==> src/rtl/bram_read_resp_buffer_pkg.sv <==
// Shared definitions for the BRAM read-response buffer.
//   defaultBufDepth : response FIFO depth giving full throughput with a
//                     registered-only reqReady.
//   creditWidth()   : width of the occupancy + inFlight credit sum.
package bram_read_resp_buffer_pkg;

  localparam int defaultBufDepth = 4;

  // The credit sum never exceeds depth. One bit beyond the occupancy width
  // is still kept so the compare is correct for any register value.
  function automatic int creditWidth(input int depth);
    return $clog2(depth) + 2;
  endfunction

endpackage

==> src/rtl/bram_read_resp_buffer_resp_fifo.sv <==
// Register-based circular FIFO holding captured RAM read data.
//   CLK, RST  : clock, synchronous active-high reset (pointers/occupancy only)
//   enq       : write enqData at the tail this cycle
//   deq       : pop the head this cycle (ignored while empty)
//   head      : data at the head of the FIFO (don't-care while empty)
//   occupancy : number of stored entries, 0..depth
//   notEmpty  : occupancy != 0
// depth must be a power of two and at least 2, so pointers wrap naturally.
module bram_read_resp_buffer_resp_fifo #(
  parameter int dataSize = 32,
  parameter int depth    = 4,
  parameter int ptrSize  = 2
) (
  input  logic                CLK,
  input  logic                RST,
  input  logic                enq,
  input  logic [dataSize-1:0] enqData,
  input  logic                deq,
  output logic [dataSize-1:0] head,
  output logic [ptrSize:0]    occupancy,
  output logic                notEmpty
);

  logic [dataSize-1:0] mem [depth];
  logic [ptrSize-1:0]  wrPtr;
  logic [ptrSize-1:0]  rdPtr;
  logic                doDeq;

  assign notEmpty = (occupancy != '0);
  assign doDeq    = deq && notEmpty;
  assign head     = mem[rdPtr];

  // NOTE: storage has no reset; only pointers and occupancy define validity,
  // so clearing the array would cost reset routing and buy nothing.
  always_ff @(posedge CLK) begin
    if (enq) begin
      mem[wrPtr] <= enqData;
    end
  end

  always_ff @(posedge CLK) begin
    if (RST) begin
      wrPtr     <= '0;
      rdPtr     <= '0;
      occupancy <= '0;
    end else begin
      if (enq) begin
        wrPtr <= wrPtr + ptrSize'(1);
      end
      if (doDeq) begin
        rdPtr <= rdPtr + ptrSize'(1);
      end
      // Simultaneous enq and deq cancel and leave occupancy unchanged.
      occupancy <= occupancy + (ptrSize + 1)'(enq) - (ptrSize + 1)'(doDeq);
    end
  end

  // The upstream credit rule must never let a capture land in a full FIFO.
  overflowCheck: assert property (@(posedge CLK) disable iff (RST)
    !(enq && occupancy == (ptrSize + 1)'(depth)));

endmodule

==> src/rtl/bram_read_resp_buffer.sv <==
// Adds back-pressure to the registered read port of the dual-port BRAM.
// Requests drive the RAM directly; the read data, valid for exactly one
// cycle, is captured into a small FIFO and offered on a valid/ready port.
//   CLK, RST        : clock, synchronous active-high reset
//   reqValid/Ready  : read request handshake, reqAddr is the read address
//   bramReadEnable  : to RAM readEnable (a request is accepted this cycle)
//   bramReadAddr    : to RAM readAddr
//   bramReadData    : from RAM readData, valid the cycle after a read
//   respValid/Ready : response handshake, respData is the FIFO head
module bram_read_resp_buffer
  import bram_read_resp_buffer_pkg::*;
#(
  parameter int dataSize = 32,
  parameter int addrSize = 9,
  parameter int bufDepth = defaultBufDepth,
  parameter int ptrSize  = $clog2(bufDepth)
) (
  input  logic                CLK,
  input  logic                RST,
  input  logic                reqValid,
  input  logic [addrSize-1:0] reqAddr,
  output logic                reqReady,
  output logic                bramReadEnable,
  output logic [addrSize-1:0] bramReadAddr,
  input  logic [dataSize-1:0] bramReadData,
  output logic                respValid,
  output logic [dataSize-1:0] respData,
  input  logic                respReady
);

  localparam int creditBits = creditWidth(bufDepth);

  logic                  inFlight;
  logic [ptrSize:0]      occupancy;
  logic [creditBits-1:0] creditUsed;
  logic                  reqAccept;
  logic                  respDeq;

  // Every accepted request reserves a FIFO slot before its data returns.
  // Built from registers only, so reqReady never depends on respReady.
  assign creditUsed = creditBits'(occupancy) + creditBits'(inFlight);
  assign reqReady   = (creditUsed < creditBits'(bufDepth));
  assign reqAccept  = reqValid && reqReady;

  assign bramReadEnable = reqAccept;
  assign bramReadAddr   = reqAddr;

  assign respDeq = respValid && respReady;

  // NOTE: non-blocking assignment for every flop, so all registers sample
  // pre-edge values regardless of process evaluation order.
  always_ff @(posedge CLK) begin
    if (RST) begin
      inFlight <= 1'b0;
    end else begin
      inFlight <= reqAccept;
    end
  end

  // Clearing inFlight on reset also drops any RAM data returning in the
  // first cycle after reset.
  bram_read_resp_buffer_resp_fifo #(
    .dataSize(dataSize),
    .depth   (bufDepth),
    .ptrSize (ptrSize)
  ) respFifo (
    .CLK      (CLK),
    .RST      (RST),
    .enq      (inFlight),
    .enqData  (bramReadData),
    .deq      (respDeq),
    .head     (respData),
    .occupancy(occupancy),
    .notEmpty (respValid)
  );

endmodule

==> config.mk <==
export PLATFORM = sky130hd
export DESIGN_NAME = bram_read_resp_buffer
export DESIGN_NICKNAME = d
export VERILOG_FILES = /design/src/rtl/bram_read_resp_buffer_pkg.sv /design/src/rtl/bram_read_resp_buffer_resp_fifo.sv /design/src/rtl/bram_read_resp_buffer.sv
export SDC_FILE = /design/constraint.sdc
export NUM_CORES = 1
export LEC_CHECK = 0
export ABC_AREA = 0
export CELL_PAD_IN_SITES_DETAIL_PLACEMENT = 1
export CELL_PAD_IN_SITES_GLOBAL_PLACEMENT = 2
export CORE_MARGIN = 2
export CORE_UTILIZATION = 43
export CTS_CLUSTER_SIZE = 12
export DETAILED_ROUTE_END_ITERATION = 16
export PLACE_DENSITY = 0.87
export SYNTH_ARGS = -nofsm -noshare
export SYNTH_HDL_FRONTEND = slang
export SYNTH_HIERARCHICAL = 1
export SYNTH_SLANG_ARGS = --single-unit
==> constraint.sdc <==
create_clock -name CLK -period 6.6 [get_ports CLK]
set_clock_uncertainty 0.2 [all_clocks]
set_input_delay 1.32 -clock CLK [delete_from_list [all_inputs] [get_ports CLK]]
set_output_delay 1.32 -clock CLK [all_outputs]
set_load 0.005 [all_outputs]
==> metrics.yaml <==
clock_tree:
  clock-sinks: 138
  htree_levels: 4
  cts-resized-gates: 0
  numCtsBuffers: 17
  path_clk_slew_ns: 0.06
  cts_hold_buf: 0
  cts_tree: "done"
  clk_latency_ns: 0.41
  cts_buffer_depth: 2
  postCtsSetupRepairBufs: 0
  cts-root-buf: "clkbuf_16"
sta:
  slew_violations: 0
  setup_viol: 0
  fmax_mhz: 251
  worst_slack_ns: 2.62
  period_needed_ns: 3.98
  tightest_slew_ns: 0.915
  hold_viol: 0
  relSlewSlack_pct: 39.0
  rsz0062_at_grt: "no"
  final.period_utilization_pct: 60.3
  tns_ns: 0
  whs_ns: 0.359
place:
  port_buffers: 70
  dp_hpwl_um: 5130
  preCtsSetupSlack_ns: 2.62
  gp_congestion: 0.687
routing:
  drtIter0Drc: 130
  wl_um: 8880
  drt-pass1-iter-count: 4
  drc: 0
  ant_nets: 0
  wire_per_inst_um: 19.3
  vias: 2361
  vias_per_cell: 5.12
worst_setup_path:
  cp_top_family: "buffers and inverters"
  criticalPathCategory: "input pin to primary output"
  worst-path-buf-inv: 2
  critical_path.most_common_cell: "clkdlybuf4s50_1"
  startpoint_type: "input pin"
  timing.critical_path.cells: "clkdlybuf4s50_1 -> nand2b_1 -> nor2_1 -> clkdlybuf4s50_1"
  reg2reg_slack_ns: 4.09
  crit_arrival_ns: 2.46
  cp_max_fo: 2
  critPathSlowestCell: "clkdlybuf4s50_1"
  cp_slowest_stage_delay_ns: 0.51
  endpoint_kind: "primary output"
  required_ns: 5.08
synth:
  ys_ff_latch: 138
  syn_avg_cell_area_um2: 23.0
  ys_seq_area_share_pct: 77.0
  syn-num-nets: 280
  synthCells: 228
  synth_area_mm2: 0.00525
  yosys_warnings: 6
  synth.distinct_cells: 25
cells_and_area:
  final_common_cell: "edfxtp_1"
  antenna_cells: 0
  fill_cells: 1048
  final_cell_mix: "edfxtp_1, clkdlybuf4s50_1, mux4_2, clkbuf_16, dfxtp_1"
  multi_input_area_mm2: 0.00103
  area_delta_synth_final_pct: 25.2
  register_area_mm2: 0.00405
  nets: 353
  drive_gt1_share_pct: 22.0
pwr:
  power.density_mw_per_mm2: 346
  internal_power_w: 0.00180
  seqPwrFrac_pct: 45.0
  netSwitchingPower_w: 0.000480
  peakVddDrop_v: 0.000170
  power_frac_comb_pct: 14.5
  clock_power_share_pct: 40.5
  power_leakage_nw: 2.13
  power_w: 0.00228
  swShare_pct: 21.1
global_route:
  grt_pass1_wl_um: 14100
  grt_start_max_net_pins: 33
  antenna_found_initial: 0
  grt_pass1_vias: 2642
  grt_overflow_total: 0
  grt_usage_pct: 14.9
floorplanning:
  coreArea_mm2: 0.0120
  die_area_mm2: 0.0131
  die_width_um: 115
  io_pins: 89
  initial_core_util_pct: 43.9
  rows: 40
  fp.dieH_um: 115
outcome:
  outcome: "finished, final reports clean"
run:
  maxCapViolCount: 0
min_path:
  min_path_type: "register to register"
==> worst reg2reg max path, cell delays in order (launching register included) <==
cell	delay, ns
dfxtp_1	0.35
or3_1	0.39
and2_1	0.18
o31a_1	0.14
ha_1	0.29
inv_1	0.04
ha_1	0.18
fa_1	0.37
xor3_1	0.20
nor2_1	0.04
==> Yosys cell counts (all sizes together) <==
cell    count  area [µm²]
clkbuf      1        3.75
or3         1        6.26
xnor2       1        8.76
and3        1        6.26
nor2b       4        25.0
xor3        1        23.8
dfxtp      10         200
buf        16         154
mux4       32         728
fa          1        20.0
inv         6        22.5
mux2i       1        10.0
ha          6        75.1
nand2b      1        6.26
and2        5        31.3
o311ai      1        8.76
edfxtp    128        3840
nor3        1        10.0
mux2        3        33.8
nor2        7        26.3
o31a        1        8.76
==> logic make-up after synthesis <==
kind of cell    after synthesis  synth area share, %
mux                          36                 14.7
fa+ha+maj                     7                 1.81
xor+xnor                      2                0.619
simple gates                 20                 2.12
compound gates                2                0.334
buf+inv                      23                 3.43
flops                       138                 77.0
==> stage by stage <==
step,instances,cell area (µm²),util [%]
global route,461,6580,55.0
detailed placement,429,5990,50.1
floorplan,228,5250,-
CTS,461,6580,55.0
global placement,429,5990,50.1
finish,461,6580,55.0
==> path summary, 6_finish.rpt <==
path / start / depth (start not counted) / endpoint
setup / recovery: reqValid / 4 / bramReadEnable
hold / removal: respFifo/wrPtr[1] / 2 / respFifo/wrPtr[1]
setup reg to reg: respFifo/occupancy[1] / 9 / respFifo/occupancy[2]
hold reg to reg: respFifo/wrPtr[1] / 2 / respFifo/wrPtr[1]
==> power groups by stage <==
stage	clock network (W)	logic [W]	registers, W
3_3_place_gp	0	0.000332	0.00104
2_1_floorplan	0	0.000206	0.00103
4_1_cts	0.000942	0.000341	0.00102
5_1_grt	0.000972	0.000363	0.00103
6_report	0.000922	0.000331	0.00102
3_5_place_dp	0	0.000339	0.00104
==> area by class of cell <==
cell class                 count  share of cell area (%)
multi-input combinational     67                    15.7
inverter                       6                   0.342
timing repair buffer          71                    10.8
clock buffer                  17                    6.47
tap                          147                    2.80
sequential                   138                    61.5
clock inverter                15                    2.38
==> layer usage <==
layer,global-route usage [%],routed length (µm)
met5,0,0
met4,7.48,177
met3,4.82,425
met2,24.1,4500
met1,18.2,3780
==> registers in the layout (all words and copies together) (netlist names), named ones only <==
name / count
respFifo/rdPtr: 2
respFifo/occupancy: 3
inFlight: 1
respFifo/mem: 128
respFifo/wrPtr: 2
No activity file was read; power rests on OpenSTA's default activity.
